$ cat config.mk
export PLATFORM = sky130hd
export DESIGN_NAME = ram_stream_reader_flat
export DESIGN_NICKNAME = d
export VERILOG_FILES = /design/src/rtl/ram_rd_pkg.sv /design/src/rtl/ram_stream_reader_if.sv /design/src/rtl/ram_rd_skid_buf.sv /design/src/rtl/ram_stream_reader.sv /design/src/flat_wrapper.sv
export SDC_FILE = /design/constraint.sdc
export NUM_CORES = 1
export LEC_CHECK = 0
export CORE_UTILIZATION = 35
export DETAILED_ROUTE_END_ITERATION = 6
export GPL_TIMING_DRIVEN = 0
export SYNTH_ARGS = -nofsm -noshare
export SYNTH_HDL_FRONTEND = slang
export SYNTH_SLANG_ARGS = --single-unit
export TNS_END_PERCENT = 20
$ cat constraint.sdc
create_clock -name clk -period 5.4 [get_ports clk]
set_input_delay 1.62 -clock clk [delete_from_list [all_inputs] [get_ports clk]]
set_output_delay 1.62 -clock clk [all_outputs]
set_load 0.01 [all_outputs]
$ cat src/rtl/ram_rd_pkg.sv
// -----------------------------------------------------------------------------
// ram_rd_pkg
//   Shared types and constants for the ram_stream_reader block.
//
//   Contents
//     DEF_RAM_WIDTH / DEF_ADDR_SIZE : default word width and address width
//     LEN_W                         : width of a transfer length (ADDR_SIZE+1,
//                                     so a full-RAM length is representable)
//     SKID_DEPTH / OCC_W            : skid buffer depth and occupancy width
//     rd_state_e                    : transfer FSM states
// -----------------------------------------------------------------------------
package ram_rd_pkg;

   localparam int DEF_RAM_WIDTH = 8;
   localparam int DEF_ADDR_SIZE = 4;

   // One extra bit so that a length equal to the full RAM depth fits.
   localparam int LEN_W = DEF_ADDR_SIZE + 1;

   // The buffer only has to absorb the single-cycle RAM read latency.
   localparam int SKID_DEPTH = 2;
   localparam int OCC_W      = $clog2(SKID_DEPTH + 1);

   typedef enum logic [1:0] {
      IDLE,
      RUN,
      DRAIN,
      DONE
   } rd_state_e;

endpackage : ram_rd_pkg

$ cat src/rtl/ram_stream_reader_if.sv
// -----------------------------------------------------------------------------
// ram_stream_reader_if
//   Valid/ready output stream of the RAM reader.
//
//   Signals
//     m_valid : word on m_data/m_last is valid
//     m_data  : stream word (RAM_WIDTH bits)
//     m_last  : marks the final word of a transfer
//     m_ready : consumer accepts the word this cycle
//
//   Modports
//     master : the reader (drives valid/data/last, samples ready)
//     slave  : the consumer (samples valid/data/last, drives ready)
// -----------------------------------------------------------------------------
interface ram_stream_reader_if
   import ram_rd_pkg::*;
#(
   parameter int RAM_WIDTH = DEF_RAM_WIDTH
);

   logic                 m_valid;
   logic [RAM_WIDTH-1:0] m_data;
   logic                 m_last;
   logic                 m_ready;

   modport master (
      output m_valid,
      output m_data,
      output m_last,
      input  m_ready
   );

   modport slave (
      input  m_valid,
      input  m_data,
      input  m_last,
      output m_ready
   );

endinterface : ram_stream_reader_if

$ cat src/rtl/ram_rd_skid_buf.sv
// -----------------------------------------------------------------------------
// ram_rd_skid_buf
//   Two-entry FIFO holding {last, data} words returned by the RAM. Slot 0 is
//   always the head, so the head word is a plain register and stays stable
//   while the consumer stalls.
//
//   Ports
//     clk        : clock, rising edge
//     reset      : asynchronous active-high reset, empties the buffer
//     push       : write push_data this cycle
//     push_data  : {last, data} word to store
//     pop        : remove the head word this cycle
//     head_data  : {last, data} of the head word (stale when empty)
//     occupancy  : number of stored words, 0..SKID_DEPTH
// -----------------------------------------------------------------------------
module ram_rd_skid_buf
   import ram_rd_pkg::*;
#(
   parameter int WIDTH = DEF_RAM_WIDTH + 1
) (
   input  logic             clk,
   input  logic             reset,
   input  logic             push,
   input  logic [WIDTH-1:0] push_data,
   input  logic             pop,
   output logic [WIDTH-1:0] head_data,
   output logic [OCC_W-1:0] occupancy
);

   logic [WIDTH-1:0] slot0_q;
   logic [WIDTH-1:0] slot1_q;
   logic [OCC_W-1:0] occ_q;
   logic             pop_ok;
   logic             push_ok;

   // Guard both strobes so a misbehaving caller cannot underflow or overflow.
   assign pop_ok  = pop && (occ_q != '0);
   assign push_ok = push && ((occ_q != OCC_W'(SKID_DEPTH)) || pop_ok);

   // NOTE: storage slots are reset along with the count because the head slot
   // drives the output data port, which has to read 0 while in reset.
   always_ff @(posedge clk or posedge reset) begin
      if (reset) begin
         slot0_q <= '0;
         slot1_q <= '0;
         occ_q   <= '0;
      end else begin
         // NOTE: sequential state uses non-blocking assignments so every slot
         // update below sees the values from before this edge.
         case ({push_ok, pop_ok})
            2'b10: begin
               if (occ_q == '0) begin
                  slot0_q <= push_data;
               end else begin
                  slot1_q <= push_data;
               end
               occ_q <= occ_q + OCC_W'(1);
            end
            2'b01: begin
               slot0_q <= slot1_q;
               occ_q   <= occ_q - OCC_W'(1);
            end
            2'b11: begin
               // Count is unchanged; the new word lands behind whatever
               // remains after the head leaves.
               if (occ_q == OCC_W'(1)) begin
                  slot0_q <= push_data;
               end else begin
                  slot0_q <= slot1_q;
                  slot1_q <= push_data;
               end
            end
            default: begin
            end
         endcase
      end
   end

   assign head_data = slot0_q;
   assign occupancy = occ_q;

endmodule : ram_rd_skid_buf

$ cat src/rtl/ram_stream_reader.sv
// -----------------------------------------------------------------------------
// ram_stream_reader
//   Read-side engine for dual_port_ram. On a start command it reads a
//   contiguous (wrapping) block of RAM words and streams them out on a
//   valid/ready interface, absorbing the one-cycle RAM read latency in a
//   two-entry skid buffer.
//
//   Ports
//     clk          : clock, rising edge
//     reset        : asynchronous active-high reset
//     start        : command strobe, only looked at while idle
//     base_addr    : first RAM address of the transfer
//     length       : number of words; 0 is a no-op, above RAM_DEPTH clamps
//     busy         : transfer in progress (cycle after start up to done)
//     done         : one-cycle completion pulse
//     ram_read_en  : RAM read enable
//     ram_rd_addr  : RAM read address, holds its value between reads
//     ram_data_in  : RAM read data, valid the cycle after ram_read_en
//     m_stream     : output stream (master side of ram_stream_reader_if)
// -----------------------------------------------------------------------------
module ram_stream_reader
   import ram_rd_pkg::*;
#(
   parameter int RAM_WIDTH = DEF_RAM_WIDTH,
   parameter int ADDR_SIZE = DEF_ADDR_SIZE,
   parameter int RAM_DEPTH = 2 ** ADDR_SIZE
) (
   input  logic                 clk,
   input  logic                 reset,
   input  logic                 start,
   input  logic [ADDR_SIZE-1:0] base_addr,
   input  logic [ADDR_SIZE:0]   length,
   output logic                 busy,
   output logic                 done,
   output logic                 ram_read_en,
   output logic [ADDR_SIZE-1:0] ram_rd_addr,
   input  logic [RAM_WIDTH-1:0] ram_data_in,
   ram_stream_reader_if.master  m_stream
);

   localparam int LW = ADDR_SIZE + 1;
   localparam logic [LW-1:0] DEPTH_L = LW'(RAM_DEPTH);

   rd_state_e state_q;
   rd_state_e state_d;

   logic [ADDR_SIZE-1:0] base_q;
   logic [LW-1:0]        len_q;
   logic [LW-1:0]        issued_q;
   logic [ADDR_SIZE-1:0] addr_q;
   logic                 inflight_q;
   logic                 inflight_last_q;

   logic [LW-1:0]        eff_len;
   logic [ADDR_SIZE-1:0] issue_addr;
   logic                 issue_last;
   logic                 room;
   logic                 pop;
   logic                 drain_empty;
   logic [OCC_W-1:0]     occ;
   logic [RAM_WIDTH:0]   head;

   // ---------------------------------------------------------------------------
   // Datapath helpers
   // ---------------------------------------------------------------------------
   assign eff_len = (length > DEPTH_L) ? DEPTH_L : length;

   // Addition truncates to ADDR_SIZE bits, giving the modulo-depth wrap.
   assign issue_addr = base_q + issued_q[ADDR_SIZE-1:0];
   assign issue_last = (issued_q == (len_q - LW'(1)));

   assign pop = m_stream.m_valid && m_stream.m_ready;

   // A new read is allowed only if, after this cycle's pop, the words already
   // buffered plus the one still coming back from the RAM leave a free slot.
   // pop implies occ >= 1, so the subtraction never goes negative.
   assign room = (({1'b0, occ} + {{OCC_W{1'b0}}, inflight_q}
                  - {{OCC_W{1'b0}}, pop}) < (OCC_W + 1)'(SKID_DEPTH));

   // Everything has left once nothing is returning from the RAM and the
   // buffer empties with this cycle's pop.
   assign drain_empty = !inflight_q &&
                        ((occ == '0) || ((occ == OCC_W'(1)) && pop));

   // ---------------------------------------------------------------------------
   // FSM: state register
   // ---------------------------------------------------------------------------
   always_ff @(posedge clk or posedge reset) begin
      if (reset) begin
         state_q <= IDLE;
      end else begin
         state_q <= state_d;
      end
   end

   // ---------------------------------------------------------------------------
   // FSM: next state and read enable
   // ---------------------------------------------------------------------------
   always_comb begin
      // NOTE: every output of this block gets a default first, so no path
      // through the case can leave one unassigned and infer a latch.
      state_d     = state_q;
      ram_read_en = 1'b0;
      case (state_q)
         IDLE: begin
            if (start) begin
               state_d = (eff_len == '0) ? DONE : RUN;
            end
         end
         RUN: begin
            ram_read_en = room;
            if (room && issue_last) begin
               state_d = DRAIN;
            end
         end
         DRAIN: begin
            if (drain_empty) begin
               state_d = DONE;
            end
         end
         DONE: begin
            state_d = IDLE;
         end
         default: begin
            state_d = IDLE;
         end
      endcase
   end

   // ---------------------------------------------------------------------------
   // Transfer bookkeeping
   // ---------------------------------------------------------------------------
   always_ff @(posedge clk or posedge reset) begin
      if (reset) begin
         base_q          <= '0;
         len_q           <= '0;
         issued_q        <= '0;
         addr_q          <= '0;
         inflight_q      <= 1'b0;
         inflight_last_q <= 1'b0;
      end else begin
         inflight_q <= ram_read_en;
         if (ram_read_en) begin
            issued_q        <= issued_q + LW'(1);
            addr_q          <= issue_addr;
            inflight_last_q <= issue_last;
         end
         if ((state_q == IDLE) && start) begin
            base_q   <= base_addr;
            len_q    <= eff_len;
            issued_q <= '0;
         end
      end
   end

   // The live address is shown while reading; otherwise the last issued one
   // is held so the RAM port does not toggle between reads.
   assign ram_rd_addr = ram_read_en ? issue_addr : addr_q;

   // ---------------------------------------------------------------------------
   // Skid buffer: captures RAM data the cycle after each read
   // ---------------------------------------------------------------------------
   ram_rd_skid_buf #(
      .WIDTH (RAM_WIDTH + 1)
   ) u_skid (
      .clk       (clk),
      .reset     (reset),
      .push      (inflight_q),
      .push_data ({inflight_last_q, ram_data_in}),
      .pop       (pop),
      .head_data (head),
      .occupancy (occ)
   );

   // ---------------------------------------------------------------------------
   // Outputs
   // ---------------------------------------------------------------------------
   assign m_stream.m_valid = (occ != '0);
   assign m_stream.m_data  = head[RAM_WIDTH-1:0];
   assign m_stream.m_last  = head[RAM_WIDTH];

   assign busy = (state_q == RUN) || (state_q == DRAIN);
   assign done = (state_q == DONE);

endmodule : ram_stream_reader

$ cat src/flat_wrapper.sv
// flat-port wrapper written by rule: the top's interface ports become plain ports
module ram_stream_reader_flat import ram_rd_pkg::*;
#(
   parameter int RAM_WIDTH = DEF_RAM_WIDTH,
   parameter int ADDR_SIZE = DEF_ADDR_SIZE,
   parameter int RAM_DEPTH = 2 ** ADDR_SIZE
)
  (clk, reset, start, base_addr, length, busy, done, ram_read_en, ram_rd_addr, ram_data_in, m_stream_m_valid, m_stream_m_data, m_stream_m_last, m_stream_m_ready);
  ram_stream_reader_if #(.RAM_WIDTH(RAM_WIDTH)) m_stream_i ();
  input  logic clk;
  input  logic reset;
  input  logic start;
  input  logic [ADDR_SIZE-1:0] base_addr;
  input  logic [ADDR_SIZE:0] length;
  output logic busy;
  output logic done;
  output logic ram_read_en;
  output logic [ADDR_SIZE-1:0] ram_rd_addr;
  input  logic [RAM_WIDTH-1:0] ram_data_in;
  output wire logic [$bits(m_stream_i.m_valid)-1:0] m_stream_m_valid;
  output wire logic [$bits(m_stream_i.m_data)-1:0] m_stream_m_data;
  output wire logic [$bits(m_stream_i.m_last)-1:0] m_stream_m_last;
  input wire logic [$bits(m_stream_i.m_ready)-1:0] m_stream_m_ready;
  assign m_stream_m_valid = m_stream_i.m_valid;
  assign m_stream_m_data = m_stream_i.m_data;
  assign m_stream_m_last = m_stream_i.m_last;
  assign m_stream_i.m_ready = m_stream_m_ready;
  ram_stream_reader #(.RAM_WIDTH(RAM_WIDTH), .ADDR_SIZE(ADDR_SIZE), .RAM_DEPTH(RAM_DEPTH)) u_core (.clk(clk), .reset(reset), .start(start), .base_addr(base_addr), .length(length), .busy(busy), .done(done), .ram_read_en(ram_read_en), .ram_rd_addr(ram_rd_addr), .ram_data_in(ram_data_in), .m_stream(m_stream_i));
endmodule
==> impl_metrics.py, run 1 <==
metrics = {
    "outcome": {
        "status": "finished clean",
    },
    "setup_path": {
        "regToRegStartpoint": "u_core.u_skid.occupancy[1]$_DFFE_PP0P_",
        "crit_path_start_kind": "input pin",
        "worst-endpoint-arrival_ns": 3.62,
        "path_max_fanout": 4,
        "critPathCaptureType": "output pin",
        "r2r-end": "u_core.state_q[1]$_DFFE_PP0P_",
        "reg2regPathDepth": 14,
        "crit_required_ns": 3.78,
        "path_class": "input pin to output pin",
        "cp-startpoint": "m_stream_m_ready",
        "r2r_slack_ns": 2.29,
    },
    "layout": {
        "multiInputGateArea_sq_um": 1090,
        "fillers": 557,
        "drive_gt1_frac": 0.190,
        "n_antenna_cell": 0,
        "syn_to_final_growth_pct": 30.7,
        "final_nets": 304,
        "seq_area_sq_um": 1050,
        "final_core_util": 0.477,
    },
    "timing": {
        "worst_slew_pin_slew_ns": 0.550,
        "setup_viol": 0,
        "hold_violations": 0,
        "drv_slew": 0,
        "rsz0062_at_grt": "no",
        "layout_min_cycle_time_ns": 5.24,
        "fin_ws_ns": 0.155,
        "finalCritPeriodShare": 0.971,
        "finalClockSkew_ns": 0.00868,
        "relSlewSlack": 0.633,
        "fmax_ghz": 0.191,
    },
    "pwr": {
        "vdd.ir_drop.worst_mv": 0.279,
        "power_density_nw_per_um2": 553,
        "power_leakage_uw": 0.00134,
    },
    "clock_network": {
        "clkTransAtPathRegs_ns": 0.08,
        "cts-hold-fix-buffers": 0,
        "clk_path_buf_depth": 2,
        "cts_tree": "built",
        "clock_tree.root_cell": "clkbuf_8",
        "clkSinkCount": 42,
        "h-tree-depth": 2,
        "numCtsBuffers": 5,
        "clkLatencyLatePin_ns": 0.29,
    },
    "worst_hold_path": {
        "worstHoldPathType": "flop to flop",
        "holdPathStages": 2,
        "hold_path_end": "u_core.addr_q[0]$_DFF_PP0_",
        "holdCritStartpoint": "u_core.addr_q[0]$_DFF_PP0_",
    },
    "synthesis": {
        "synthTopCellsByArea": "dfrtp_1 (48%), ha_1 (8.0%), nand2_1 (7.7%)",
        "synth_top_area_cell": "dfrtp_1",
        "ys_dominant_reg_cell": "dfrtp_1",
        "yosys.area.top_type_share": 0.481,
        "syn_area_sq_um": 2190,
        "ys_warn_count": 0,
        "ys_seq_area_frac": 0.481,
        "avgSynthCellArea_sq_um": 10.2,
        "ys_ff_latch": 42,
        "syn_inst": 214,
        "synth_most_common_cell": "nand2_1",
        "synthDistinctLibCells": 36,
        "async_flop_share": 1.00,
        "yosys-top-cells-count": "nand2_1 (45), dfrtp_1 (42), inv_1 (15)",
        "syn-num-nets": 251,
        "synth_edf_count": 0,
    },
    "detailed_routing": {
        "routedWlPerCell_um": 12.7,
        "num_vias": 1630,
        "drt_wl_total_um": 4360,
        "drc_errors": 0,
        "drtIter0Drc": 60,
        "vias_per_cell": 4.75,
        "final_antenna_net_count": 0,
        "dr.pass1.iters": 4,
    },
    "floorplan": {
        "dieArea_sq_um": 6570,
        "die_width_um": 81.1,
        "row_count": 28,
        "die_y_um": 81.1,
        "io_pins": 38,
        "core_area_sq_um": 5990,
        "initial_core_util": 0.365,
    },
    "global_route": {
        "grt_first_pass_wirelength_um": 7240,
        "grt_pass1_vias": 1537,
        "grt_use_total": 0.146,
        "grt_max_degree": 43,
        "grt_antenna_before_repair": 0,
        "grt.overflow.total": 0,
    },
    "place": {
        "numPortBuffers": 37,
        "hpwlAfterDp_um": 2970,
        "place_ws_ns": -1.09,
        "place.gp.congestion": 0.751,
    },
    "run": {
        "cap_violations": 0,
    },
}
[cells by family (layout without fill, tap and decap cells)]
group,count (synthesis),count (layout),share of synthesized area
compound gates,35,35,0.109
simple gates,74,74,0.155
fa+ha+maj,16,16,0.0984
flops,42,42,0.481
xor+xnor,15,15,0.0601
mux,11,11,0.0555
buf+inv,21,75,0.0418
[worst max-delay path by stage]
stage | to | slack [ns]
floorplan | ram_rd_addr[1] | 0.11
global placement | ram_rd_addr[3] | -1.07
detailed placement | ram_rd_addr[3] | -1.09
CTS | ram_rd_addr[1] | 0.002
global route | ram_rd_addr[0] | 0.05
finish | ram_rd_addr[0] | 0.16
[critical path: stages]
cell	delay [ns]
buf_2	0.09
or2b_4	0.28
inv_4	0.05
ha_1	0.22
nand2b_4	0.14
fa_2	0.40
xnor2_2	0.14
and2_4	0.19
nand2_8	0.07
buf_4	0.15
nand2_1	0.06
nand2_1	0.06
buf_2	0.13
[metal layers]
metal / vias up / wire length (um) / global-route usage
met5: - / 0 / 0
met4: 0 / 39 / 0.0429
met3: 4 / 155 / 0.0337
met2: 36 / 2110 / 0.245
met1: 765 / 2060 / 0.187
li1: 825 / - / -
[cell usage in the layout (no fill, tap or decap), types with 2 or more instances in the layout]
master,count
a21oi_1,6
a21oi_2,5
a22oi_1,10
buf_2,5
buf_4,9
clkbuf_1,2
clkbuf_8,6
clkdlybuf4s50_1,31
dfrtp_1,42
ha_1,14
inv_1,13
mux2_2,9
mux2i_1,2
nand2_1,45
nand3_1,2
nand3b_1,4
nand4_1,2
nor2_1,8
nor2_2,2
nor3_1,2
o2111ai_1,2
o21ai_0,7
xnor2_1,8
xor2_1,6
[registers in the layout (all words and copies together) (netlist names)]
register,flops
u_core.inflight_last_q,1
u_core.base_q,4
u_core.len_q,5
u_core.state_q,2
u_core.u_skid.head_data,9
u_core.issued_q,5
u_core.inflight_q,1
u_core.addr_q,4
u_core.u_skid.occupancy,2
u_core.u_skid.slot1_q,9
[where the power goes]
part / switching (uW) / leakage, uW / total, uW / internal [uW]
sequential: 89.2 / 0.000528 / 538 / 448
clock: 114 / 0.0000472 / 216 / 103
combinational: 404 / 0.000760 / 828 / 424
[metrics by stage]
stage	hold WS [ns]	TNS, ns	power [uW]	cell area [sq um]	std cells
final	0.481	0	1580	2860	343
after global routing	0.510	0	1720	2860	343
after CTS	0.492	0	1580	2850	343
after detailed placement	0.472	-4.84	1280	2670	327
after global placement	0.462	-4.75	1260	2650	326
after floorplan	0.450	0	1010	2190	214
[final cells by class]
type,count,share of cell area
buffer,4,0.00832
inverter,16,0.0263
timing repair buffer,47,0.151
sequential,42,0.368
clock inverter,2,0.00438
multi-input combinational,151,0.381
clock buffer,6,0.0289
tap,75,0.0328
[timing repair]
item | CTS | global route
hold endpoints to repair | 0 | 0
endpoints found under the setup margin | 5 | 5
setup buffers | 8 | 1
gates resized for setup | 29 | 9
pin swaps | 3 | 2
Power figures use the tool's default switching activity.
==> run 2, diff against run 1 <==
--- a/config.mk
+++ b/config.mk
@@ -6,6 +6,7 @@
 export NUM_CORES = 1
 export LEC_CHECK = 0
 export CORE_UTILIZATION = 35
+export CTS_CLUSTER_DIAMETER = 50
 export DETAILED_ROUTE_END_ITERATION = 6
 export GPL_TIMING_DRIVEN = 0
 export SYNTH_ARGS = -nofsm -noshare
==> results of run 2 <==
The final DEF is identical to that of run 1; final timing and power are the same.
==> run 3, diff against run 2 <==
--- a/config.mk
+++ b/config.mk
@@ -5,6 +5,8 @@
 export SDC_FILE = /design/constraint.sdc
 export NUM_CORES = 1
 export LEC_CHECK = 0
+export CAP_MARGIN = 25
+export CORE_MARGIN = 5
 export CORE_UTILIZATION = 35
 export CTS_CLUSTER_DIAMETER = 50
 export DETAILED_ROUTE_END_ITERATION = 6
==> run 3 against run 2 <==
Register-to-register slack improved by 0.02 ns. Setup slack got worse by 0.038 ns. Utilization increased by 0.10 points. Routed wire length increased by 0.92%. Clock skew decreased by 0.0031 ns. Critical path depth unchanged. Power increased by 0.61%. Cell count decreased by 0.29%. Die area increased by 21%. Global-route usage decreased by 2.3 points. Maximum frequency decreased by 0.72%. Final area increased by 0.22%. Largest cell class unchanged.
==> impl_metrics.py, run 3 (synthesis results as in run 1) <==
metrics = {
    "outcome": {
        "status": "finished clean",
    },
    "global_route": {
        "grt.overflow.total": 0,
        "grt_max_degree": 28,
        "grt_antenna_before_repair": 0,
        "grt_use_total": 0.123,
        "grt_first_pass_wirelength_um": 7550,
        "grt_pass1_vias": 1652,
    },
    "pwr": {
        "power_density_nw_per_um2": 555,
        "fin_total_pwr_uw": 1590,
        "vdd.ir_drop.worst_mv": 0.200,
        "power_leakage_uw": 0.00136,
    },
    "floorplan": {
        "core_area_sq_um": 5990,
        "row_count": 28,
        "io_pins": 38,
        "die_width_um": 89.1,
        "initial_core_util": 0.365,
        "die_y_um": 89.1,
        "dieArea_sq_um": 7930,
    },
    "place": {
        "hpwlAfterDp_um": 3160,
        "place.gp.congestion": 0.769,
        "dpl_cell_area_sq_um": 2670,
        "place_ws_ns": -1.11,
        "numPortBuffers": 37,
    },
    "detailed_routing": {
        "wl_met2_um": 2150,
        "routed.top_layer": "met4",
        "num_vias": 1632,
        "final_antenna_net_count": 0,
        "drtIter0Drc": 49,
        "dr.pass1.iters": 4,
        "drc_errors": 0,
        "routedWlPerCell_um": 12.9,
        "drt_wl_total_um": 4400,
        "wl_met1_um": 1950,
        "vias_per_cell": 4.77,
        "wl_met3_um": 251,
    },
    "timing": {
        "setup-tns-final_ns": 0,
        "fin_ws_ns": 0.117,
        "layout_min_cycle_time_ns": 5.28,
        "fmax_ghz": 0.189,
        "hold_violations": 0,
        "setup_viol": 0,
        "rsz0062_at_grt": "no",
        "relSlewSlack": 0.640,
        "finalCritPeriodShare": 0.978,
        "finalClockSkew_ns": 0.00562,
        "worst_slew_pin_slew_ns": 0.541,
        "drv_slew": 0,
        "whs_ns": 0.483,
    },
    "layout": {
        "n_antenna_cell": 0,
        "drive_gt1_frac": 0.176,
        "most-common-layout-cells": "nand2_1 (45), dfrtp_1 (42), clkdlybuf4s50_1 (31), ha_1 (14), inv_1 (13)",
        "final_common_cell": "nand2_1",
        "syn_to_final_growth_pct": 31.0,
        "final_cell_area_sq_um": 2870,
        "final_nets": 304,
    },
    "setup_path": {
        "crit_chain": "buf_6 > or2b_4 > inv_4 > ha_1 > nand2b_4 > fa_2 > and2_4 > nand2_4 > inv_4 > buf_6 > nor2_1 > a21oi_1 > buf_2",
        "cp-startpoint": "m_stream_m_ready",
        "slowest_delay_ns": 0.57,
        "path_max_fanout": 7,
        "cp_top_family": "adder cells",
        "crit_required_ns": 3.78,
        "regToRegStartpoint": "u_core.u_skid.occupancy[1]$_DFFE_PP0P_",
        "slowest_stage": "fa_2",
        "crit_path_start_kind": "input pin",
        "worst-endpoint-arrival_ns": 3.66,
        "r2r_slack_ns": 2.31,
        "path_class": "input pin to output pin",
        "crit_buf_inv": 5,
        "critPathCaptureType": "output pin",
    },
    "clock_network": {
        "clkLatencyLatePin_ns": 0.29,
        "cts-hold-fix-buffers": 0,
        "clock_tree.root_cell": "clkbuf_8",
        "clkTransAtPathRegs_ns": 0.08,
        "clk_path_buf_depth": 2,
        "numCtsBuffers": 5,
        "cts_tree": "built",
        "clkSinkCount": 42,
        "h-tree-depth": 2,
    },
    "worst_hold_path": {
        "worstHoldPathType": "flop to flop",
        "holdCritStartpoint": "u_core.addr_q[0]$_DFF_PP0_",
    },
    "run": {
        "cap_violations": 0,
    },
}
-- run 3: layout make-up --
class | instances | area (sq um)
fillers | 568 | 3130
multi-input cells | 151 | 1070
flip-flops and latches | 42 | 1050
repair buffers | 46 | 434
well taps | 75 | 93.8
clock buffers | 6 | 82.6
inverters | 16 | 65.1
plain buffers | 5 | 35.0
clock inverters | 1 | 30.0
-- run 3: worst paths after layout --
path,to,cells past startpoint
worst min-delay path,u_core.addr_q[0]$_DFF_PP0_,2
max in group asynchronous,u_core.u_skid.head_data[7]$_DFFE_PP0P_,3
worst min register to register,u_core.addr_q[0]$_DFF_PP0_,2
worst max-delay path,ram_rd_addr[1],13
min in group asynchronous,u_core.addr_q[1]$_DFF_PP0_,2
worst max register to register,u_core.issued_q[0]$_DFFE_PP0P_,16
-- run 3: power breakdown --
group	total, uW	internal, uW	switching (uW)
clock network	256	148	108
registers	536	449	87.5
logic	800	411	389
total	1590	1010	584
-- run 3: metal layers --
metal	track usage	vias up
met5	0	-
met1	0.149	770
li1	-	823
met3	0.0295	7
met4	0.0365	0
met2	0.217	32
-- run 3: stage by stage --
| step | util | cells |
|---|---|---|
| 2_1_floorplan | - | 214 |
| 3_3_place_gp | 0.443 | 326 |
| 3_5_place_dp | 0.446 | 327 |
| 4_1_cts | 0.474 | 340 |
| 5_1_grt | 0.478 | 342 |
| 6_report | 0.478 | 342 |
-- run 3: worst min-delay path: stages (launching register included) --
cell     delay, ns
dfrtp_1       0.33
nand2_1       0.04
nand2_1       0.08
-- run 3: timing repair --
action,in CTS,in global routing
setup endpoints to repair,5,5
resized for setup,26,4
buffers inserted,6,2
pin swaps,2,1
